`src/rtl/ws2812_multilane_shifter.sv`:
```
// ws2812_multilane_shifter: lock-step WS2812/SK6812 serialiser for NUM_CH LED lanes sharing one bit timer.
// Latency: first rising edge on out one cycle after the pixel transfer; each frame ends with a RESET_NS low guard.
// Backpressure: in_ready only in LOAD (plus BIT while the holding register is empty when WS2812_PREFETCH_EN is defined).
//
// Ports:
//   clk, rst      clock, synchronous active-high reset (restarts the full latch guard)
//   start         begin a frame; only looked at in IDLE
//   in_data       lane i = in_data[i*PIXEL_BITS +: PIXEL_BITS], captured on in_valid & in_ready
//   in_valid      in_data valid
//   in_ready      transfer accepted this cycle
//   out           registered serial output per lane, MSB first
//   busy          high in every state except IDLE
//   frame_done    one-cycle pulse on each GUARD->IDLE transition
//
// Optional build macro: WS2812_PREFETCH_EN adds a one-pixel holding register so consecutive pixels are
// emitted without the one-cycle LOAD gap. Without it the last bit of each pixel is one cycle longer.

module ws2812_multilane_shifter #(
  parameter int CLK_HZ     = 12_000_000,
  parameter int NUM_CH     = 4,
  parameter int PIXEL_BITS = 24,
  parameter int T0H_NS     = 350,
  parameter int T1H_NS     = 800,
  parameter int BIT_NS     = 1250,
  parameter int RESET_NS   = 60000
) (
  input  logic                           clk,
  input  logic                           rst,
  input  logic                           start,
  input  logic [NUM_CH*PIXEL_BITS-1:0]   in_data,
  input  logic                           in_valid,
  output logic                           in_ready,
  output logic [NUM_CH-1:0]              out,
  output logic                           busy,
  output logic                           frame_done
);

  // floor(CLK_HZ * ns / 1e9), clamped to at least one cycle; 64-bit so long guards do not overflow.
  function automatic int to_cycles(input int ns);
    longint c;
    c = (longint'(CLK_HZ) * longint'(ns)) / longint'(1000000000);
    return (c < 1) ? 1 : int'(c);
  endfunction

  localparam int T0HC = to_cycles(T0H_NS);
  localparam int T1HC = to_cycles(T1H_NS);
  localparam int BITC = to_cycles(BIT_NS);
  localparam int RSTC = to_cycles(RESET_NS);

  localparam int GW = $clog2(RSTC + 1);
  localparam int PW = $clog2(BITC + 1);
  localparam int BW = $clog2(PIXEL_BITS + 1);
  localparam int DW = NUM_CH * PIXEL_BITS;

  localparam logic [PW-1:0] T0H_P    = PW'(T0HC);
  localparam logic [PW-1:0] T1H_P    = PW'(T1HC);
  localparam logic [PW-1:0] PH_LAST  = PW'(BITC - 1);
  localparam logic [GW-1:0] GRD_INIT = GW'(RSTC - 1);
  localparam logic [BW-1:0] BIT_INIT = BW'(PIXEL_BITS - 1);

  generate
    if (T1HC >= BITC || T0HC >= T1HC) begin : g_bad_timing
      $error("ws2812_multilane_shifter: need T0H < T1H < BIT in clock cycles");
    end
    if (NUM_CH < 1 || NUM_CH > 16) begin : g_bad_lanes
      $error("ws2812_multilane_shifter: NUM_CH must be 1..16");
    end
    if (CLK_HZ < 12_000_000) begin : g_bad_clk
      $error("ws2812_multilane_shifter: CLK_HZ must be >= 12 MHz");
    end
  endgenerate

  typedef enum logic [1:0] {
    S_GUARD = 2'd0,
    S_IDLE  = 2'd1,
    S_LOAD  = 2'd2,
    S_BIT   = 2'd3
  } state_t;

  state_t          state_q, state_d;
  logic [GW-1:0]   guard_q, guard_d;
  logic [PW-1:0]   phase_q, phase_d;
  logic [BW-1:0]   bitcnt_q, bitcnt_d;
  logic [DW-1:0]   shift_q, shift_d;
  logic [NUM_CH-1:0] out_q, out_d;
  logic            done_q, done_d;
  logic            pix_end;

`ifdef WS2812_PREFETCH_EN
  logic [DW-1:0]   hold_q, hold_d;
  logic            hold_vld_q, hold_vld_d;
`endif

  always_ff @(posedge clk) begin
    if (rst) begin
      state_q  <= S_GUARD;
      guard_q  <= GRD_INIT;
      phase_q  <= '0;
      bitcnt_q <= '0;
      shift_q  <= '0;
      out_q    <= '0;
      done_q   <= 1'b0;
`ifdef WS2812_PREFETCH_EN
      hold_q     <= '0;
      hold_vld_q <= 1'b0;
`endif
    end else begin
      state_q  <= state_d;
      guard_q  <= guard_d;
      phase_q  <= phase_d;
      bitcnt_q <= bitcnt_d;
      shift_q  <= shift_d;
      out_q    <= out_d;
      done_q   <= done_d;
`ifdef WS2812_PREFETCH_EN
      hold_q     <= hold_d;
      hold_vld_q <= hold_vld_d;
`endif
    end
  end

  always_comb begin
    state_d  = state_q;
    guard_d  = guard_q;
    phase_d  = phase_q;
    bitcnt_d = bitcnt_q;
    shift_d  = shift_q;
    done_d   = 1'b0;
    in_ready = 1'b0;
    out_d    = '0;
    pix_end  = (phase_q == PH_LAST) && (bitcnt_q == '0);
`ifdef WS2812_PREFETCH_EN
    hold_d     = hold_q;
    hold_vld_d = hold_vld_q;
`endif

    case (state_q)
      S_GUARD: begin
        if (guard_q == '0) begin
          state_d = S_IDLE;
          done_d  = 1'b1;
        end else begin
          guard_d = guard_q - GW'(1);
        end
      end

      S_IDLE: begin
        if (start) state_d = S_LOAD;
      end

      S_LOAD: begin
        in_ready = 1'b1;
        if (in_valid) begin
          shift_d  = in_data;
          bitcnt_d = BIT_INIT;
          phase_d  = '0;
          state_d  = S_BIT;
        end else begin
          // No pixel waiting: the frame is over.
          guard_d = GRD_INIT;
          state_d = S_GUARD;
        end
      end

      S_BIT: begin
`ifdef WS2812_PREFETCH_EN
        in_ready = !hold_vld_q;
`endif
        if (phase_q != PH_LAST) begin
          phase_d = phase_q + PW'(1);
        end else if (bitcnt_q != '0) begin
          for (int i = 0; i < NUM_CH; i++) begin
            shift_d[i*PIXEL_BITS +: PIXEL_BITS] = {shift_q[i*PIXEL_BITS +: PIXEL_BITS-1], 1'b0};
          end
          bitcnt_d = bitcnt_q - BW'(1);
          phase_d  = '0;
        end else begin
`ifdef WS2812_PREFETCH_EN
          // Reload straight from the holding register, or from the bus when the
          // transfer lands on this very cycle, so the next pixel starts without a gap.
          if (hold_vld_q) begin
            shift_d    = hold_q;
            hold_vld_d = 1'b0;
            bitcnt_d   = BIT_INIT;
            phase_d    = '0;
          end else if (in_valid) begin
            shift_d  = in_data;
            bitcnt_d = BIT_INIT;
            phase_d  = '0;
          end else begin
            guard_d = GRD_INIT;
            state_d = S_GUARD;
          end
`else
          state_d = S_LOAD;
`endif
        end
`ifdef WS2812_PREFETCH_EN
        if (in_ready && in_valid && !pix_end) begin
          hold_d     = in_data;
          hold_vld_d = 1'b1;
        end
`endif
      end

      default: begin
        state_d = S_GUARD;
        guard_d = GRD_INIT;
      end
    endcase

    // Output is computed from next-state values so the flop shows the bit aligned with
    // the phase counter; every lane is high at phase 0, so all lanes rise together.
    for (int i = 0; i < NUM_CH; i++) begin
      out_d[i] = (state_d == S_BIT) &&
                 (phase_d < (shift_d[i*PIXEL_BITS + PIXEL_BITS - 1] ? T1H_P : T0H_P));
    end
  end

  assign out        = out_q;
  assign busy       = (state_q != S_IDLE);
  assign frame_done = done_q;

endmodule

```
`config.mk`:
```
export PLATFORM = sky130hd
export DESIGN_NAME = ws2812_multilane_shifter
export DESIGN_NICKNAME = d
export VERILOG_FILES = /design/src/rtl/ws2812_multilane_shifter.sv
export SDC_FILE = /design/constraint.sdc
export NUM_CORES = 1
export LEC_CHECK = 0
export CAP_MARGIN = 20
export CORE_MARGIN = 5
export CORE_UTILIZATION = 30
export CTS_CLUSTER_DIAMETER = 120
export DETAILED_ROUTE_END_ITERATION = 7
export HOLD_SLACK_MARGIN = 0.03
export PLACE_DENSITY = 0.56
export SETUP_SLACK_MARGIN = 0.05
export SLEW_MARGIN = 30
export SYNTH_ARGS = -nofsm -noshare
export SYNTH_HDL_FRONTEND = slang
export SYNTH_SLANG_ARGS = --single-unit
```
`constraint.sdc`:
```
create_clock -name clk -period 2.2 [get_ports clk]
set_input_delay 0.44 -clock clk [delete_from_list [all_inputs] [get_ports clk]]
set_output_delay 0.44 -clock clk [all_outputs]
set_load 0.01 [all_outputs]
```
==> results.sh, run 1 <==
export IMPL_synth_distinct_cells=42
export IMPL_p_per_area_nw_per_um2=779
export IMPL_n_antenna_cell=0
export IMPL_dp_hpwl_um=9260
export IMPL_synth_avg_cell_area_sq_um=8.56
export IMPL_syn_area_sq_um=5010
export IMPL_min_period_ps=2060
export IMPL_netlist_instances=585
export IMPL_rows=47
export IMPL_rrSetupSlack_ps=140
export IMPL_cts_sinks=122
export IMPL_tritoncts="built"
export IMPL_num_nets_final=790
export IMPL_core_sq_um=16500
export IMPL_overflow=0
export IMPL_antenna_found_initial=0
export IMPL_period_share=0.936
export IMPL_setup_tns_ps=0
export IMPL_multi_input_area_sq_um=2320
export IMPL_io_pins=107
export IMPL_dieArea_sq_um=19400
export IMPL_synthToLayoutAreaGrowth_pct=39.3
export IMPL_ys_warnings_count=0
export IMPL_p_leak_nw=2.31
export IMPL_cts_root_buffer="clkbuf_16"
export IMPL_slew_headroom=0.650
export IMPL_peakVddDrop_mv=0.502
export IMPL_worstPathArrival_ps=2330
export IMPL_finalHoldViolCount=0
export IMPL_clk_pin_slew_worst_paths_ps=60
export IMPL_dieWidth_um=139
export IMPL_vias=4634
export IMPL_report_final_slew_viol_count=0
export IMPL_htreeDepth=4
export IMPL_die_height_um=139
export IMPL_clk_path_buf_depth=2
export IMPL_crit_path_end_kind="register"
export IMPL_cp_required_ps=2470
export IMPL_worstMarginPinSlew_ps=522
export IMPL_status="completed"
export IMPL_groute_usage_overall=0.139
export IMPL_ys_seq_area_frac=0.488
export IMPL_cts_setup_buffers=0
export IMPL_drive_gt1_frac=0.0818
export IMPL_io_buffers=106
export IMPL_syn_num_nets=690
export IMPL_finClkSkew_ps=5.78
export IMPL_fmax_mhz=486
export IMPL_antenna_left=0
export IMPL_place_congestion=0.820
export IMPL_setup_violations=0
export IMPL_grt_pass1_wl_um=22200
export IMPL_area_sequential_sq_um=2440
export IMPL_firstDrtPassIters=5
export IMPL_insertion_delay_ps=410
export IMPL_ys_seq_elements=122
export IMPL_cp_max_fo=10
export IMPL_min_path_type="register to register"
export IMPL_routed_wl_um=13500
export IMPL_drc=0
export IMPL_nFillCells=1620
export IMPL_postCtsHoldBufs=0
export IMPL_start_util=0.304
export IMPL_wire_per_inst_um=14.7
export IMPL_maxCapViolCount=0
export IMPL_rsz0062_at_grt="true"
export IMPL_cp_start_kind="register"
export IMPL_viasPerCell=5.05
export IMPL_critPathKind="register to register"
export IMPL_grt_max_degree=49
export IMPL_grt_pass1_vias=4618
export IMPL_drt_iter0_drc=258
export IMPL_numCtsBuffers=17
export IMPL_power_mw=5.43
layout by cell type (no fill, tap or decap), types with 5 or more instances in the layout:
cell,count
clkdlybuf4s50_1,104
a22oi_1,88
inv_1,9
nor3_1,6
xor2_1,6
nand3_1,15
nand2b_1,7
buf_4,19
nand2_1,108
nor2_1,16
dfxtp_1,121
clkbuf_16,17
o21ai_0,6
a21oi_1,101
a31oi_1,5
a211oi_1,7
ha_1,5
metal layers:
metal	vias to the layer above	GRT usage	routed length, um
met3	16	0.0386	685
met2	128	0.228	6490
met4	0	0.0494	200
met5	-	0	0
met1	2175	0.176	6140
li1	2315	-	-
metrics by stage:
step | area, sq um | std cells | hold slack (ps) | setup WS, ps | utilization
5_1_grt | 6980 | 917 | 465 | 2.98 | 0.424
2_1_floorplan | 5010 | 585 | 436 | 216 | -
4_1_cts | 6970 | 917 | 453 | 118 | 0.424
6_report | 6980 | 917 | 451 | 141 | 0.424
3_3_place_gp | 6350 | 886 | 441 | 93.1 | 0.385
3_5_place_dp | 6350 | 886 | 446 | 88.5 | 0.385
worst max-delay path: stages, from the launching register on:
cell	delay, ps
dfxtp_1	330
inv_1	90
ha_1	140
or4b_4	490
and3_4	280
a211oi_1	440
a211oi_1	150
flip-flops by register name, summed over array words and instances (netlist names):
| name | cells |
|---|---|
| guard_q | 10 |
| shift_q | 96 |
| frame_done | 1 |
| phase_q | 4 |
| bitcnt_q | 5 |
| out | 4 |
| state_q | 2 |
cells in the mapped netlist (all sizes together):
cell / instances / share of area
dfxtp: 122 / 0.49
nand2: 108 / 0.081
a21oi: 101 / 0.10
a22oi: 88 / 0.13
buf: 25 / 0.027
clkbuf: 22 / 0.016
nor2: 18 / 0.017
nand3: 15 / 0.015
inv: 9 / 0.0067
a211oi: 7 / 0.010
nand2b: 7 / 0.0087
nor3: 6 / 0.0060
o21ai: 6 / 0.0060
xor2: 6 / 0.010
a31oi: 5 / 0.0062
ha: 5 / 0.012
a221oi: 4 / 0.0070
and3: 3 / 0.0037
nor4: 3 / 0.0037
xnor2: 3 / 0.0052
a21o: 2 / 0.0030
a32oi: 2 / 0.0035
a41oi: 2 / 0.0035
nand4: 2 / 0.0025
nor2b: 2 / 0.0025
a32o: 1 / 0.0020
and2: 1 / 0.0013
mux2i: 1 / 0.0020
nand3b: 1 / 0.0015
nand4b: 1 / 0.0017
nor3b: 1 / 0.0015
o211ai: 1 / 0.0015
o2bb2ai: 1 / 0.0017
o311ai: 1 / 0.0017
or2: 1 / 0.0013
or3: 1 / 0.0013
or4b: 1 / 0.0027
where the power goes:
part	switching [mW]	internal (mW)	leakage, nW	total (mW)
registers	0.00487	2.22	0.983	2.22
logic	0.0787	0.169	1.02	0.248
clock network	0.956	2.01	0.306	2.96
total	1.04	4.39	2.31	5.43
path summary, 6_finish.rpt:
check,start,to,cells past startpoint
setup / recovery,bitcnt_q[0],out[1],6
hold / removal,shift_q[69],shift_q[69],2
setup reg to reg,bitcnt_q[0],out[1],6
hold reg to reg,shift_q[69],shift_q[69],2
area by class of cell:
class,count,share of cell area
inverters,9,0.00484
multi-input cells,407,0.333
well taps,220,0.0395
flip-flops and latches,122,0.350
repair buffers,128,0.182
clock buffers,24,0.0705
clock inverters,7,0.0197
cell families after synthesis:
logic type | count (synthesis) | synth area share
AO/OA/AOI/OAI | 221 | 0.280
XOR/XNOR | 9 | 0.0157
adder cells (fa/ha/maj) | 5 | 0.0125
buffers and inverters | 56 | 0.0507
flip-flops | 122 | 0.488
multiplexers | 1 | 0.00200
AND/OR/NAND/NOR | 171 | 0.152
timing repair:
action	in CTS	in global routing
cloned	0	0
setup endpoints to repair	1	33
gates resized for setup	1	1
(Power assumes the default switching activity.)
==> inputs of run 2 (changes only) <==
--- a/config.mk
+++ b/config.mk
@@ -10,8 +10,9 @@
 export CORE_UTILIZATION = 30
 export CTS_CLUSTER_DIAMETER = 120
 export DETAILED_ROUTE_END_ITERATION = 7
+export DONT_BUFFER_PORTS = 1
 export HOLD_SLACK_MARGIN = 0.03
-export PLACE_DENSITY = 0.56
+export PLACE_DENSITY = 0.48
 export SETUP_SLACK_MARGIN = 0.05
 export SLEW_MARGIN = 30
 export SYNTH_ARGS = -nofsm -noshare
==> constraint.sdc (replaced) <==
create_clock -name clk -period 2.2 [get_ports clk]
set_input_delay 0.22 -clock clk [delete_from_list [all_inputs] [get_ports clk]]
set_output_delay 0.22 -clock clk [all_outputs]
set_load 0.01 [all_outputs]
==> results.sh, run 2 (synthesis gave the netlist of run 1 again) <==
export IMPL_reg2reg_from="bitcnt_q[0]"
export IMPL_dieWidth_um=139
export IMPL_num_nets_final=754
export IMPL_period_share=0.941
export IMPL_viasPerCell=5.17
export IMPL_grt_use_met2=0.211
export IMPL_dp_hpwl_um=8990
export IMPL_routed_wl_um=14100
export IMPL_use_met1=0.172
export IMPL_final_area_sq_um=6650
export IMPL_wire_per_inst_um=16.0
export IMPL_grt_max_degree=112
export IMPL_p_leak_nw=2.20
export IMPL_start_util=0.304
export IMPL_io_pins=107
export IMPL_drc=0
export IMPL_p_per_area_nw_per_um2=775
export IMPL_rsz0062_at_grt="true"
export IMPL_firstDrtPassIters=5
export IMPL_worstMarginPinSlew_ps=521
export IMPL_busiest_layer="met2"
export IMPL_finalHoldViolCount=0
export IMPL_tritoncts="built"
export IMPL_report_final_slew_viol_count=0
export IMPL_startpoint="bitcnt_q[0]"
export IMPL_cp_start_kind="register"
export IMPL_place_area_sq_um=5270
export IMPL_slew_headroom=0.649
export IMPL_whs_path_depth=2
export IMPL_dieArea_sq_um=19400
export IMPL_groute_usage_overall=0.143
export IMPL_worstPathArrival_ps=2430
export IMPL_rows=47
export IMPL_overflow=0
export IMPL_die_height_um=139
export IMPL_cp_required_ps=2560
export IMPL_r2r_cells=7
export IMPL_drive_gt1_frac=0.0952
export IMPL_cts_root_buffer="clkbuf_16"
export IMPL_finClkSkew_ps=6.60
export IMPL_met3_usage=0.0776
export IMPL_core_sq_um=16500
export IMPL_maxCapViolCount=0
export IMPL_status="completed"
export IMPL_grt_pass1_wl_um=22200
export IMPL_cts_setup_buffers=0
export IMPL_fmax_mhz=483
export IMPL_clk_path_buf_depth=2
export IMPL_min_period_ps=2070
export IMPL_min_delay_start="in_data[93]"
export IMPL_setup_violations=0
export IMPL_antenna_found_initial=1
export IMPL_reg_largest_list="shift_q (96), guard_q (10), bitcnt_q (5)"
export IMPL_peakVddDrop_mv=0.535
export IMPL_synthToLayoutAreaGrowth_pct=32.7
export IMPL_largest_register="shift_q"
export IMPL_io_buffers=0
export IMPL_cts_sinks=122
export IMPL_power_mw=5.15
export IMPL_crit_path_end_kind="register"
export IMPL_cp_max_fo=5
export IMPL_numCtsBuffers=17
export IMPL_clk_pin_slew_worst_paths_ps=60
export IMPL_largest_reg_flops=96
export IMPL_vias=4566
export IMPL_hold_slack_ps=7.69
export IMPL_setup_tns_ps=0
export IMPL_place_congestion=0.857
export IMPL_htreeDepth=4
export IMPL_drt_iter0_drc=194
export IMPL_insertion_delay_ps=420
export IMPL_min_path_type="primary input to register"
export IMPL_critPathKind="register to register"
export IMPL_layout_common_cells="119 x dfxtp_1, 108 x nand2_1, 101 x a21oi_1, 88 x a22oi_1, 70 x dlygate4sd3_1"
export IMPL_grt_pass1_vias=4291
export IMPL_antenna_left=0
export IMPL_final_common_cell="dfxtp_1"
==> run 2: stage by stage <==
step	utilization	instances	setup slack (ps)
2_1_floorplan	-	585	216
4_1_cts	0.361	818	103
3_3_place_gp	0.320	778	160
6_report	0.404	883	130
3_5_place_dp	0.320	778	26.9
5_1_grt	0.404	883	16.6
==> run 2: final cells by class <==
| type | count | area (sq um) |
|---|---|---|
| Inverter | 9 | 33.8 |
| Timing Repair Buffer | 92 | 961 |
| Multi-Input combinational cell | 407 | 2330 |
| Fill cell | 1652 | 9820 |
| Tap cell | 220 | 275 |
| Sequential cell | 122 | 2450 |
| Antenna cell | 1 | 2.50 |
| Clock buffer | 22 | 474 |
| Clock inverter | 10 | 118 |
==> run 2: routing by layer <==
layer	part of all wire	up-vias
li1	-	2242
met1	0.44	2162
met2	0.46	134
met3	0.078	28
met4	0.023	0
met5	0	-
==> run 2: what timing repair did <==
action,in CTS,in global routing
endpoints found under the setup margin,1,40
gates resized for setup,1,7
pin swaps,0,1
endpoints found under the hold margin,119,103
hold buffers,8,63
cloned,0,1
==> run 2: path summary, 6_finish.rpt <==
path,endpoint,slack (ps)
setup / recovery,phase_q[3],130
hold / removal,shift_q[93],8
setup reg to reg,phase_q[3],130
hold reg to reg,shift_q[69],450
==> run 2: critical path, stage by stage, from the launching register on <==
cell,delay (ps)
dfxtp_1,330
inv_1,90
ha_1,140
or4b_4,500
nand2_1,130
a32oi_1,140
nor2_1,120
dlygate4sd3_1,550
==> run 2: power breakdown <==
group / internal [mW] / switching (mW)
registers: 2.21 / 0.00494
logic: 0.0917 / 0.0574
clock network: 1.75 / 1.02
total: 4.06 / 1.09
==> inputs of run 3 (changes only) <==
--- a/config.mk
+++ b/config.mk
@@ -6,13 +6,15 @@
 export NUM_CORES = 1
 export LEC_CHECK = 0
 export CAP_MARGIN = 20
+export CELL_PAD_IN_SITES_DETAIL_PLACEMENT = 2
+export CELL_PAD_IN_SITES_GLOBAL_PLACEMENT = 2
 export CORE_MARGIN = 5
 export CORE_UTILIZATION = 30
 export CTS_CLUSTER_DIAMETER = 120
 export DETAILED_ROUTE_END_ITERATION = 7
 export DONT_BUFFER_PORTS = 1
 export HOLD_SLACK_MARGIN = 0.03
-export PLACE_DENSITY = 0.48
+export PLACE_DENSITY = 0.7
 export SETUP_SLACK_MARGIN = 0.05
 export SLEW_MARGIN = 30
 export SYNTH_ARGS = -nofsm -noshare
==> results.sh, run 3 (synthesis gave the netlist of run 1 again) <==
export IMPL_core_sq_um=16500
export IMPL_p_leak_nw=2.23
export IMPL_groute_usage_overall=0.162
export IMPL_p_switching_mw=0.988
export IMPL_synthToLayoutAreaGrowth_pct=34.5
export IMPL_report_final_slew_viol_count=0
export IMPL_p_per_area_nw_per_um2=803
export IMPL_rsz0062_at_grt="true"
export IMPL_slew_headroom=0.542
export IMPL_placed_cells=780
export IMPL_dp_hpwl_um=10400
export IMPL_worstMarginPinSlew_ps=680
export IMPL_firstDrtPassIters=4
export IMPL_htreeDepth=4
export IMPL_setup_violations=0
export IMPL_rows=47
export IMPL_final_common_cell="dfxtp_1"
export IMPL_cp_cell_sequence="inv_4, ha_4, or4b_4, and3_4, buf_12, buf_4, buf_12, a22oi_1, a21oi_2"
export IMPL_die_height_um=139
export IMPL_cp_start_kind="register"
export IMPL_min_path_type="primary input to register"
export IMPL_fmax_mhz=459
export IMPL_swShare=0.183
export IMPL_rrSetupSlack_ps=20
export IMPL_start_util=0.304
export IMPL_pwr_share_clk=0.585
export IMPL_period_share=0.990
export IMPL_postCtsHoldBufs=7
export IMPL_grt_pass1_wl_um=25300
export IMPL_setup_tns_ps=0
export IMPL_tritoncts="built"
export IMPL_largest_reg_flops=96
export IMPL_worst_path_max_delay_cell="or4b_4"
export IMPL_cp_required_ps=2490
export IMPL_grt_pass1_vias=4843
export IMPL_crit_path_end_kind="register"
export IMPL_hold_slack_ps=-116
export IMPL_status="finished with violations"
export IMPL_insertion_delay_ps=410
export IMPL_layout_common_cells="117 x dfxtp_1, 88 x a22oi_1, 84 x nand2_1, 64 x a21oi_1, 37 x a21oi_2"
export IMPL_drt_iter0_drc=227
export IMPL_routed_wl_um=17900
export IMPL_instances_no_fill=845
export IMPL_num_nets_final=717
export IMPL_drive_gt1_frac=0.248
export IMPL_numCtsBuffers=17
export IMPL_worstPathArrival_ps=2470
export IMPL_peakVddDrop_mv=0.383
export IMPL_cp_max_fo=44
export IMPL_vias=4562
export IMPL_n_antenna_cell=0
export IMPL_reg_largest_list="shift_q (96), guard_q (10), bitcnt_q (5)"
export IMPL_maxCapViolCount=0
export IMPL_clk_path_buf_depth=2
export IMPL_p_seq_frac=0.411
export IMPL_critPathKind="register to register"
export IMPL_place_congestion=0.764
export IMPL_violations="negative hold slack"
export IMPL_viasPerCell=5.40
export IMPL_drc=0
export IMPL_wire_per_inst_um=21.2
export IMPL_grt_max_degree=112
export IMPL_overflow=0
export IMPL_dieWidth_um=139
export IMPL_finalHoldViolCount=103
export IMPL_clk_pin_slew_worst_paths_ps=50
export IMPL_slowest_delay_ps=490
export IMPL_p_int_mw=4.42
export IMPL_antenna_found_initial=0
export IMPL_finClkSkew_ps=6.99
export IMPL_cts_root_buffer="clkbuf_16"
export IMPL_dieArea_sq_um=19400
export IMPL_path_buf_inv=4
export IMPL_worst_path_most_repeated_cell="buf_12"
export IMPL_cts_sinks=122
export IMPL_power_mw=5.41
export IMPL_io_pins=107
export IMPL_combPwrFrac=0.004
export IMPL_antenna_left=0
export IMPL_min_period_ps=2180
export IMPL_critical_path_top_delay_family="simple AND/OR/NAND/NOR gates"
export IMPL_largest_register="shift_q"
export IMPL_io_buffers=0
==> run 3: cell types whose count changed in the layout (fill, tap and decap cells not counted), moves of 4 or more <==
cell / before / now
dlygate4sd3_1: 70 / 7
nand2_1: 108 / 84
clkinvlp_4: 4 / 0
a21oi_2: 0 / 37
buf_4: 14 / 26
clkbuf_16: 18 / 27
buf_12: 4 / 8
a21oi_1: 101 / 64
nand2_2: 0 / 21
==> run 3: worst paths after layout <==
check	depth (start not counted)	endpoint	startpoint
worst max-delay path	9	shift_q[44]	bitcnt_q[0]
worst min-delay path	1	shift_q[9]	rst
worst max register to register	9	shift_q[44]	bitcnt_q[0]
worst min register to register	2	shift_q[55]	shift_q[55]
==> run 3: cell type report <==
cell class | instances | area (sq um)
Inverter | 9 | 36.3
Clock buffer | 26 | 519
Fill cell | 1783 | 9730
Multi-Input combinational cell | 407 | 2570
Timing Repair Buffer | 55 | 724
Sequential cell | 122 | 2450
Tap cell | 220 | 275
Clock inverter | 6 | 155
==> run 3: repair_timing <==
item	CTS	global route
setup endpoints to repair	5	99
hold endpoints to repair	112	103
gates resized for setup	1	86
pin swaps	0	52
gates cloned	0	14
setup buffers	0	12
==> run 3: power groups by stage <==
stage / logic, mW / registers (mW) / clock network (mW)
detailed placement: 0.0196 / 2.27 / 0
finish: 0.0213 / 2.22 / 3.17
CTS: 0.0215 / 2.22 / 3.26
floorplan: 0.0441 / 2.27 / 0
global placement: 0.0186 / 2.27 / 0
global route: 0.0239 / 2.22 / 3.35
==> run 3: per-stage QoR <==
stage	instance area (sq um)	setup slack [ps]	utilization
after floorplan	5010	216	-
after global placement	5300	136	0.322
after detailed placement	5300	55.2	0.322
after CTS	6050	8.91	0.367
after global routing	6740	-79.3	0.409
final	6740	22.1	0.409
==> run 3: metal layers <==
layer  global-route usage  vias to the layer above  wire, um
met5                    0                        -         0
met1                0.182                     2289      7600
met2                0.287                       84      9140
met3               0.0659                       14       973
li1                     -                     2175         -
met4               0.0386                        0       172
